==> config.mk <==
export PLATFORM = sky130hd
export DESIGN_NAME = mem_region_ctrl
export DESIGN_NICKNAME = d
export VERILOG_FILES = /design/src/rtl/mem_region_pkg.sv /design/src/rtl/mem_region_decoder.sv /design/src/rtl/mem_region_ctrl.sv
export SDC_FILE = /design/constraint.sdc
export NUM_CORES = 1
export LEC_CHECK = 0
export CAP_MARGIN = 20
export CORE_AREA = 2 2 119 121
export DETAILED_ROUTE_END_ITERATION = 6
export DIE_AREA = 0 0 121 123
export HOLD_SLACK_MARGIN = 0.05
export PLACE_DENSITY = 0.76
export SKIP_CTS_REPAIR_TIMING = 1
export SYNTH_ARGS = -nofsm -noshare
export SYNTH_HDL_FRONTEND = slang
export SYNTH_SLANG_ARGS = --single-unit
==> constraint.sdc <==
create_clock -name clk -period 3.8 [get_ports clk]
set_clock_uncertainty 0.2 [all_clocks]
set_input_delay 0.76 -clock clk [delete_from_list [all_inputs] [get_ports clk]]
set_output_delay 0.76 -clock clk [all_outputs]
set_load 0.02 [all_outputs]
==> src/rtl/mem_region_pkg.sv <==
// Shared types and default configuration for the multi-region memory controller.
// Holds the FSM state encoding, the default region table and a helper that
// sizes the region index for a given number of regions.
package mem_region_pkg;

  typedef enum logic [1:0] {
    IDLE   = 2'd0,
    ACCESS = 2'd1,
    RESP   = 2'd2
  } state_e;

  localparam int DEFAULT_AW        = 32;
  localparam int DEFAULT_DW        = 32;
  localparam int DEFAULT_N_REGIONS = 4;

  // Region i lives at bits [i*AW +: AW]; region 0 is the rightmost word.
  localparam logic [DEFAULT_N_REGIONS*DEFAULT_AW-1:0] DEFAULT_REGION_BASE =
    {32'h4000_0000, 32'h2000_0000, 32'h1000_0000, 32'h0000_0000};

  localparam logic [DEFAULT_N_REGIONS*DEFAULT_AW-1:0] DEFAULT_REGION_MASK =
    {32'hFFFF_F000, 32'hFFFF_F000, 32'hFFFF_0000, 32'hFFFF_0000};

  // Region 2 is the flash window and may only be read.
  localparam logic [DEFAULT_N_REGIONS-1:0] DEFAULT_REGION_RO = 4'b0100;

  localparam int DEFAULT_TIMEOUT_CYC = 256;

  // Width of a region index; never narrower than one bit.
  function automatic int idxWidth(input int n);
    return (n > 1) ? $clog2(n) : 1;
  endfunction

endpackage

==> src/rtl/mem_region_decoder.sv <==
// Combinational address decoder for the region table.
// A region hits when (addr & mask) == base. When several regions overlap the
// lowest index is selected. Also reports the read-only attribute and the
// offset of the address inside the selected region.
module mem_region_decoder
  import mem_region_pkg::*;
#(
  parameter int                          AW          = DEFAULT_AW,
  parameter int                          N_REGIONS   = DEFAULT_N_REGIONS,
  parameter logic [N_REGIONS*AW-1:0]     REGION_BASE = DEFAULT_REGION_BASE,
  parameter logic [N_REGIONS*AW-1:0]     REGION_MASK = DEFAULT_REGION_MASK,
  parameter logic [N_REGIONS-1:0]        REGION_RO   = DEFAULT_REGION_RO
) (
  input  logic [AW-1:0]                     addr_i,
  output logic                              hit_o,
  output logic [N_REGIONS-1:0]              sel_o,
  output logic [idxWidth(N_REGIONS)-1:0]    idx_o,
  output logic                              ro_o,
  output logic [AW-1:0]                     offset_o
);

  localparam int IW = idxWidth(N_REGIONS);

  // Scan from the highest index down so the lowest matching region is the last to overwrite the result.
  always_comb begin
    hit_o    = 1'b0;
    sel_o    = '0;
    idx_o    = '0;
    ro_o     = 1'b0;
    offset_o = '0;
    for (int i = N_REGIONS - 1; i >= 0; i--) begin
      if ((addr_i & REGION_MASK[i*AW +: AW]) == REGION_BASE[i*AW +: AW]) begin
        hit_o    = 1'b1;
        sel_o    = '0;
        sel_o[i] = 1'b1;
        idx_o    = IW'(i);
        ro_o     = REGION_RO[i];
        offset_o = addr_i & ~REGION_MASK[i*AW +: AW];
      end
    end
  end

endmodule

==> src/rtl/mem_region_ctrl.sv <==
// Multi-region memory controller between the CPU load/store port and N targets.
// One access is in flight at a time: IDLE accepts and decodes a request,
// ACCESS strobes the selected target until it signals ready, RESP returns a
// one-cycle done pulse with read data and an error flag. Unmapped addresses and
// writes to read-only regions go straight to RESP with the error flag set.
// Optional feature: define MEM_REGION_CTRL_TIMEOUT_EN to abort an ACCESS that
// has not seen target ready within TIMEOUT_CYC cycles (reported as an error).
module mem_region_ctrl
  import mem_region_pkg::*;
#(
  parameter int                          AW          = DEFAULT_AW,
  parameter int                          DW          = DEFAULT_DW,
  parameter int                          N_REGIONS   = DEFAULT_N_REGIONS,
  parameter logic [N_REGIONS*AW-1:0]     REGION_BASE = DEFAULT_REGION_BASE,
  parameter logic [N_REGIONS*AW-1:0]     REGION_MASK = DEFAULT_REGION_MASK,
  parameter logic [N_REGIONS-1:0]        REGION_RO   = DEFAULT_REGION_RO,
  parameter int                          TIMEOUT_CYC = DEFAULT_TIMEOUT_CYC
) (
  input  logic                      clk,
  input  logic                      rst,
  input  logic                      cpu_req,
  input  logic                      cpu_we,
  input  logic [AW-1:0]             cpu_addr,
  input  logic [DW-1:0]             cpu_wdata,
  output logic                      cpu_ready,
  output logic                      cpu_done,
  output logic [DW-1:0]             cpu_rdata,
  output logic                      cpu_error,
  output logic [N_REGIONS-1:0]      tgt_rd_en,
  output logic [N_REGIONS-1:0]      tgt_wr_en,
  output logic [AW-1:0]             tgt_addr,
  output logic [DW-1:0]             tgt_wdata,
  input  logic [N_REGIONS*DW-1:0]   tgt_rdata,
  input  logic [N_REGIONS-1:0]      tgt_ready
);

  localparam int IW = idxWidth(N_REGIONS);

  state_e                 state_q, state_d;
  logic                   we_q, we_d;
  logic [IW-1:0]          idx_q, idx_d;
  logic [N_REGIONS-1:0]   sel_q, sel_d;
  logic [AW-1:0]          tgtAddr_q, tgtAddr_d;
  logic [DW-1:0]          wdata_q, wdata_d;
  logic [DW-1:0]          rdata_q, rdata_d;
  logic                   error_q, error_d;

  logic                   decHit;
  logic [N_REGIONS-1:0]   decSel;
  logic [IW-1:0]          decIdx;
  logic                   decRo;
  logic [AW-1:0]          decOffset;

  logic [DW-1:0]          selRdata;
  logic                   tgtDone;
  logic                   timeoutHit;

  mem_region_decoder #(
    .AW          (AW),
    .N_REGIONS   (N_REGIONS),
    .REGION_BASE (REGION_BASE),
    .REGION_MASK (REGION_MASK),
    .REGION_RO   (REGION_RO)
  ) u_decoder (
    .addr_i   (cpu_addr),
    .hit_o    (decHit),
    .sel_o    (decSel),
    .idx_o    (decIdx),
    .ro_o     (decRo),
    .offset_o (decOffset)
  );

  // Pick the read data of the latched region and see whether that region (and only that one) is ready.
  always_comb begin
    selRdata = '0;
    for (int i = 0; i < N_REGIONS; i++) begin
      if (idx_q == IW'(i)) begin
        selRdata = tgt_rdata[i*DW +: DW];
      end
    end
    tgtDone = |(tgt_ready & sel_q);
  end

`ifdef MEM_REGION_CTRL_TIMEOUT_EN
  localparam int CW = $clog2(TIMEOUT_CYC + 1);

  logic [CW-1:0] cnt_q, cnt_d;

  // Access-cycle counter: zero on ACCESS entry, one step per ACCESS cycle.
  always_comb begin
    cnt_d = cnt_q;
    if (state_q == IDLE) begin
      cnt_d = '0;
    end else if (state_q == ACCESS) begin
      cnt_d = cnt_q + 1'b1;
    end
  end

  // The counter holds the number of ACCESS cycles already completed, so the
  // current cycle is the TIMEOUT_CYC-th one when it equals TIMEOUT_CYC-1.
  assign timeoutHit = (state_q == ACCESS) && (cnt_q == CW'(TIMEOUT_CYC - 1));

  // Counter register.
  always_ff @(posedge clk or posedge rst) begin
    if (rst) begin
      cnt_q <= '0;
    end else begin
      cnt_q <= cnt_d;
    end
  end
`else
  // Without the timeout option ACCESS waits for target ready forever; the
  // comparison below is constant false and only ties off the parameter.
  assign timeoutHit = (TIMEOUT_CYC < 0);
`endif

  // State and datapath registers; reset returns to IDLE with all latched fields cleared.
  always_ff @(posedge clk or posedge rst) begin
    if (rst) begin
      state_q   <= IDLE;
      we_q      <= 1'b0;
      idx_q     <= '0;
      sel_q     <= '0;
      tgtAddr_q <= '0;
      wdata_q   <= '0;
      rdata_q   <= '0;
      error_q   <= 1'b0;
    end else begin
      state_q   <= state_d;
      we_q      <= we_d;
      idx_q     <= idx_d;
      sel_q     <= sel_d;
      tgtAddr_q <= tgtAddr_d;
      wdata_q   <= wdata_d;
      rdata_q   <= rdata_d;
      error_q   <= error_d;
    end
  end

  // Next-state logic: accept and decode in IDLE, wait on the selected target in ACCESS, one RESP cycle.
  always_comb begin
    state_d   = state_q;
    we_d      = we_q;
    idx_d     = idx_q;
    sel_d     = sel_q;
    tgtAddr_d = tgtAddr_q;
    wdata_d   = wdata_q;
    rdata_d   = rdata_q;
    error_d   = error_q;
    unique case (state_q)
      IDLE: begin
        if (cpu_req) begin
          we_d      = cpu_we;
          idx_d     = decIdx;
          tgtAddr_d = decOffset;
          wdata_d   = cpu_wdata;
          if (!decHit || (cpu_we && decRo)) begin
            sel_d   = '0;
            error_d = 1'b1;
            state_d = RESP;
          end else begin
            sel_d   = decSel;
            state_d = ACCESS;
          end
        end
      end
      ACCESS: begin
        if (tgtDone) begin
          if (!we_q) begin
            rdata_d = selRdata;
          end
          error_d = 1'b0;
          state_d = RESP;
        end else if (timeoutHit) begin
          error_d = 1'b1;
          state_d = RESP;
        end
      end
      RESP: begin
        state_d = IDLE;
      end
      default: begin
        state_d = IDLE;
      end
    endcase
  end

  // Outputs decoded from the current state; strobes exist only while in ACCESS.
  always_comb begin
    cpu_ready = (state_q == IDLE);
    cpu_done  = (state_q == RESP);
    tgt_rd_en = '0;
    tgt_wr_en = '0;
    if (state_q == ACCESS) begin
      if (we_q) begin
        tgt_wr_en = sel_q;
      end else begin
        tgt_rd_en = sel_q;
      end
    end
  end

  assign cpu_rdata = rdata_q;
  assign cpu_error = error_q;
  assign tgt_addr  = tgtAddr_q;
  assign tgt_wdata = wdata_q;

endmodule
==> results of run 1 <==
[Yosys cell counts (4+ instances only)]
| library cell | number | share of area [%] |
|---|---|---|
| mux2_2 | 31 | 7.8 |
| a22o_1 | 20 | 3.9 |
| buf_2 | 5 | 0.56 |
| nand2_1 | 104 | 8.7 |
| clkbuf_1 | 11 | 0.92 |
| and2_1 | 6 | 0.84 |
| buf_6 | 4 | 1.0 |
| and3_1 | 4 | 0.56 |
| buf_4 | 16 | 2.7 |
| mux4_2 | 32 | 16 |
| nor3_1 | 4 | 0.45 |
| nor2_1 | 7 | 0.58 |
| dfrtp_1 | 90 | 50 |
[per-stage QoR]
step | area [sq um] | power, mW
final | 7890 | 2.68
after floorplan | 4550 | 1.24
after CTS | 7890 | 2.71
after detailed placement | 7500 | 1.57
after global placement | 7500 | 1.55
after global routing | 7890 | 2.78
[worst paths after layout]
kind / from / endpoint / depth (start not counted)
worst min-delay path: tgt_wdata[7]$_DFFE_PP0P_ / tgt_wdata[7]$_DFFE_PP0P_ / 2
worst max register to register: idx_q[0]$_DFFE_PP0P_ / cpu_rdata[13]$_DFFE_PP0P_ / 3
worst max-delay path: state_q[1]$_DFFE_PP0P_ / tgt_rd_en[3] / 4
worst min register to register: tgt_wdata[7]$_DFFE_PP0P_ / tgt_wdata[7]$_DFFE_PP0P_ / 2
max in group asynchronous: rst / tgt_wdata[13]$_DFFE_PP0P_ / 3
min in group asynchronous: rst / tgt_addr[6]$_DFFE_PP0P_ / 2
[layout by cell type (no fill, tap or decap), types with 2 or more instances in the layout]
master / count
clkdlybuf4s50_1: 290
nand2_1: 103
dfrtp_1: 89
mux4_2: 32
mux2_2: 31
a22o_1: 20
conb_1: 16
clkbuf_16: 9
nor2_1: 7
and2_1: 6
buf_4: 6
nor3_1: 4
and3_1: 4
bufinv_16: 4
clkbuf_8: 3
inv_1: 2
nor4_2: 2
nand2b_1: 2
o22ai_1: 2
a21oi_1: 2
nand3_1: 2
a32o_1: 2
nor2b_1: 2
[layout make-up]
class                           count  area, sq um
Antenna cell                        1         2.50
Timing Repair Buffer              297         2970
Clock buffer                       12          267
Sequential cell                    90         2250
Fill cell                        1119         5720
Clock inverter                      4          120
Multi-Input combinational cell    250         2050
Tap cell                          180          225
Inverter                            3         12.5
[sequential cells by signal, summed over array words and instances (netlist names)]
register / flops
cpu_rdata: 32
tgt_wdata: 32
tgt_addr: 16
sel_q: 4
idx_q: 2
state_q: 2
cpu_error: 1
we_q: 1
[power breakdown]
part / internal, mW / switching, mW
clock: 0.763 / 0.367
combinational: 0.304 / 0.208
sequential: 1.00 / 0.0286
[routing by layer]
layer | vias up | wire, microns | track usage (%)
met1 | 1974 | 5640 | 22.7
met2 | 188 | 7640 | 33.9
met3 | 24 | 1360 | 6.00
li1 | 1847 | - | -
met5 | - | 0 | 0
met4 | 0 | 309 | 7.49
[logic make-up after synthesis]
| kind of cell | count (synthesis) | share of synthesized area (%) |
|---|---|---|
| mux | 65 | 24.3 |
| flops | 90 | 50.1 |
| compound gates | 31 | 6.21 |
| other cells | 1 | 0.0835 |
| xor+xnor | 1 | 0.195 |
| buf+inv | 42 | 5.65 |
| simple gates | 137 | 13.5 |
[tightest hold or removal path, cell delays in order (launching register included)]
cell and delay (ns):
dfrtp_1 0.34, nand2_1 0.05, nand2_1 0.06
==> results.tsv, run 1 <==
stage	metric	value	unit
floorplanning	Core Region	13600	sq um
min_path	Hold WC Path Type	flop to flop	
yosys	Synth async-reset ratio	100	%
floorplanning	Die Y	123	microns
yosys	Post-Syn Instances	367	
worst_setup_path	crit-path max FO	4	
job	Max-Cap Viols	0	
floorplanning	num rows	43	
layout	share of layout cells above drive strength 1	14.8	%
global_routing	Global Route Usage Sum	19.5	%
sta	Worst-Margin Slew	0.708	ns
place	Placed Cells incl. Taps	820	
worst_setup_path	WP buf/inv	1	
sta	final setup vio count	0	
sta	Slew headroom	52.7	%
sta	unrepaired setup endpoints after global routing	false	
yosys	#FFs+latches synth	90	
floorplanning	io pins	307	
clock_tree	H-Tree Depth	3	
sta	setup ws final	0.874	ns
worst_setup_path	CP Class	flop to output port	
clock_tree	worst skew pair latency	0.34	ns
global_routing	largest net degree at the start of global routing	52	
place	IO buf count	290	
place	DP Worst Slack	1.04	ns
power	Cell Pwr Density	339	nW/um^2
global_routing	initial antenna violation count	1	
worst_setup_path	CP startpoint kind	flop	
drt	final WL	14900	microns
yosys	synth unique cells	35	
worst_setup_path	Slowest Stage Delay on Critical Path	0.61	ns
place	DP HPWL	11800	microns
floorplanning	Starting Density	33.0	%
drt	DR DRC count	0	
yosys	Syn Area/Cell	12.2	sq um
clock_tree	clk root buf	clkbuf_16	
drt	Vias	4033	
power	Leak Pwr	3.40	nW
sta	fmax	342	MHz
yosys	ys flop type	dfrtp_1	
place	routability cong.	0.809	
drt	Detailed Routing Iterations Pass 1	4	
worst_setup_path	worst-path cell chain	nand2b_1 -> nor2_1 -> and2_1 -> clkdlybuf4s50_1	
floorplanning	Die W	121	microns
global_routing	first-pass GRT wire length	22400	microns
layout	Layout area overhead	75.7	%
floorplanning	die area	14900	sq um
drt	number of DRC markers in iteration 0	115	
worst_setup_path	reg2reg setup slack	1.48	ns
sta	final hold viol count	0	
yosys	Post-synth EDFFs	0	
global_routing	vias in the first global route	4240	
clock_tree	TritonCTS clock tree	done	
layout	Layout Cells excl Fill	837	
run_status	status	finished clean	
sta	min cycle time layout	2.93	ns
drt	Antenna Nets Post-Route	0	
drt	drt via density	4.82	
clock_tree	Reg clk slew, reported paths	0.06	ns
drt	wire per inst	17.9	microns
worst_setup_path	slowest CP cell	clkdlybuf4s50_1	
clock_tree	cts bufs inserted	9	
worst_setup_path	element type at the critical path end	output port	
yosys	post-synthesis sequential area ratio	50.1	%
worst_setup_path	Worst Path Arrival	1.97	ns
yosys	yosys warns	0	
global_routing	total gr overflow	0	
worst_setup_path	critical path's top delay family	simple AND/OR/NAND/NOR gates	
yosys	synthesized cell area	4490	sq um
sta	Setup Total Neg Slack	0	ns
worst_setup_path	WP data required	2.84	ns
layout	final core utilization	58.0	%
clock_tree	CTS Buffer Depth	2	
power	VDD IR-drop max	244	uV
layout	final net count	851	
sta	Min Hold Slack	0.275	ns
sta	fin crit share	77.0	%
sta	Pins Over Slew Limit	0	
clock_tree	Clock Sinks	90	
(Power assumes the default switching activity.)
==> run 2: changes to the inputs <==
- CORE_AREA: 2 2 119 121 -> unset
- CORE_UTILIZATION: unset -> 32
- DIE_AREA: 0 0 121 123 -> unset
- PLACE_DENSITY: 0.76 -> 0.77
- clock period: 3.8 -> 2.35 ns (I/O delays scaled with it)
==> results.tsv, run 2 (synthesis results as in run 1) <==
stage	metric	value	unit	change
run_status	status	finished clean		
global_routing	largest net degree at the start of global routing	48		-7.7%
global_routing	total gr overflow	0		unchanged
floorplanning	num rows	42		-2.3%
global_routing	initial antenna violation count	0		-1
min_path	worst hold path stage count	2		unchanged
drt	final WL	14900	microns	-0.61%
drt	Antenna Nets Post-Route	0		unchanged
power	Leak Pwr	3.57	nW	+5.1%
sta	Pins Over Slew Limit	0		unchanged
floorplanning	io pins	307		unchanged
place	placed instance area	7630	sq um	+1.7%
global_routing	Global Route Usage Sum	20.7	%	+1.1 points
clock_tree	worst skew pair latency	0.34	ns	about the same
worst_setup_path	element type at the critical path end	output port		
worst_setup_path	reg2reg setup slack	0.43	ns	-1.05 ns
power	Cell Pwr Density	500	nW/um^2	+48%
place	routability cong.	0.788		-2.5%
worst_setup_path	CP startpoint kind	flop		
floorplanning	die area	14500	sq um	-2.4%
layout	Layout area overhead	77.2	%	
floorplanning	Starting Density	33.4	%	+0.39 points
clock_tree	Clock Sinks	90		unchanged
power	VDD IR-drop max	441	uV	+81%
worst_setup_path	Worst Path Arrival	1.56	ns	-0.41 ns
clock_tree	Reg clk slew, reported paths	0.06	ns	about the same
global_routing	vias in the first global route	4383		+3.4%
floorplanning	Core Region	13500	sq um	-1.2%
layout	post-route design area	7960	sq um	+0.84%
worst_setup_path	WP data required	1.68	ns	-1.16 ns
drt	wire per inst	17.6	microns	-1.3%
place	DP HPWL	11600	microns	-1.8%
drt	drt via density	4.80		-0.34%
floorplanning	Die Y	120	microns	-2.0%
layout	final net count	863		+1.4%
sta	Slew headroom	60.1	%	+7.4 points
worst_setup_path	crit-path max FO	4		unchanged
sta	fmax	449	MHz	
sta	unrepaired setup endpoints after global routing	false		
sta	min cycle time layout	2.23	ns	
sta	final setup vio count	0		unchanged
place	IO buf count	290		unchanged
floorplanning	Die W	120	microns	-0.42%
min_path	HP Start	tgt_wdata[22]$_DFFE_PP0P_		
clock_tree	TritonCTS clock tree	done		
sta	final hold viol count	0		unchanged
sta	fin crit share	94.7	%	
drt	number of DRC markers in iteration 0	153		+33%
global_routing	first-pass GRT wire length	22900	microns	+2.4%
sta	Worst-Margin Slew	0.599	ns	-0.109 ns
clock_tree	clk root buf	clkbuf_16		
drt	Detailed Routing Iterations Pass 1	4		unchanged
clock_tree	H-Tree Depth	3		unchanged
worst_setup_path	CP Class	flop to output port		
layout	Diodes inserted	0		-1
worst_setup_path	Reg-to-Reg End	cpu_rdata[4]$_DFFE_PP0P_		
clock_tree	cts bufs inserted	9		unchanged
drt	Vias	4048		+0.37%
clock_tree	CTS Buffer Depth	2		unchanged
min_path	hold path endpoint	tgt_wdata[22]$_DFFE_PP0P_		
worst_setup_path	worst reg-to-reg path cell count	3		unchanged
power	total power draw	3.98	mW	+49%
layout	most common cell after layout, fill and taps aside	clkdlybuf4s50_1		
min_path	Hold WC Path Type	flop to flop		
drt	DR DRC count	0		unchanged
worst_setup_path	worst flop-to-flop path startpoint	idx_q[0]$_DFFE_PP0P_		
layout	most frequent cells in the layout	clkdlybuf4s50_1 (281), nand2_1 (103), dfrtp_1 (89)		
layout	share of layout cells above drive strength 1	16.2	%	+1.4 points
job	Max-Cap Viols	0		unchanged
==> run 2: changes by cell type in the layout (fill, tap and decap cells not counted), moves of 2 or more <==
| cell | delta |
|---|---|
| buf_12 | +3 |
| buf_4 | +9 |
| bufinv_16 | -3 |
| clkbuf_1 | +2 |
| clkdlybuf4s50_1 | -9 |
| clkinvlp_4 | +2 |
| dlymetal6s2s_1 | +9 |
==> run 2: where the power goes <==
part	internal, mW	switching [mW]	leakage [nW]	total (mW)
clock network	0.878	0.586	0.142	1.46
registers	1.62	0.0431	1.19	1.67
logic	0.505	0.346	2.23	0.851
==> run 2: layout make-up <==
type,instances,area [sq um]
Multi-Input combinational cell,250,2060
Fill cell,1091,5490
Tap cell,176,220
Sequential cell,90,2250
Clock buffer,13,260
Inverter,3,15.0
Clock inverter,2,37.5
Timing Repair Buffer,309,3120
==> run 2: through the flow <==
stage	setup TNS [ns]	worst slack (ns)	hold slack [ns]	std cells	utilization (%)
floorplan	0	0.487	0.278	382	-
global placement	0	0.0700	0.259	828	56.7
detailed placement	0	0.0217	0.266	828	56.7
CTS	-1.53	-0.290	0.281	843	58.9
global route	0	0.0283	0.298	843	59.2
finish	0	0.125	0.275	843	59.2
==> run 2: worst max-delay path: stages, from the launching register on <==
cell	delay, ns
dfrtp_1	0.42
nand2b_1	0.20
nor2_2	0.15
and2_1	0.18
dlymetal6s2s_1	0.26
==> run 2: how the worst max path moves through the flow <==
stage | startpoint | endpoint | slack [ns] | depth (start not counted)
2_1_floorplan | idx_q[0]$_DFFE_PP0P_ | cpu_rdata[10]$_DFFE_PP0P_ | 0.49 | 4
3_3_place_gp | tgt_ready[2] | cpu_rdata[6]$_DFFE_PP0P_ | 0.07 | 6
3_5_place_dp | tgt_ready[2] | cpu_rdata[8]$_DFFE_PP0P_ | 0.02 | 6
4_1_cts | state_q[1]$_DFFE_PP0P_ | tgt_rd_en[3] | -0.29 | 4
5_1_grt | state_q[1]$_DFFE_PP0P_ | tgt_rd_en[3] | 0.03 | 4
6_report | state_q[1]$_DFFE_PP0P_ | tgt_rd_en[3] | 0.12 | 4
==> run 2: routing by layer <==
metal / GRT usage, % / wire (microns) / vias up
li1: - / - / 1861
met1: 24.0 / 5720 / 1977
met2: 35.5 / 7530 / 189
met3: 6.46 / 1300 / 21
met4: 7.95 / 307 / 0
met5: 0 / 0 / -
==> run 3: changes to the inputs <==
- SLEW_MARGIN: unset -> 5
==> results of run 3 <==
No change in the layout: final DEF, timing and power equal those of run 2.
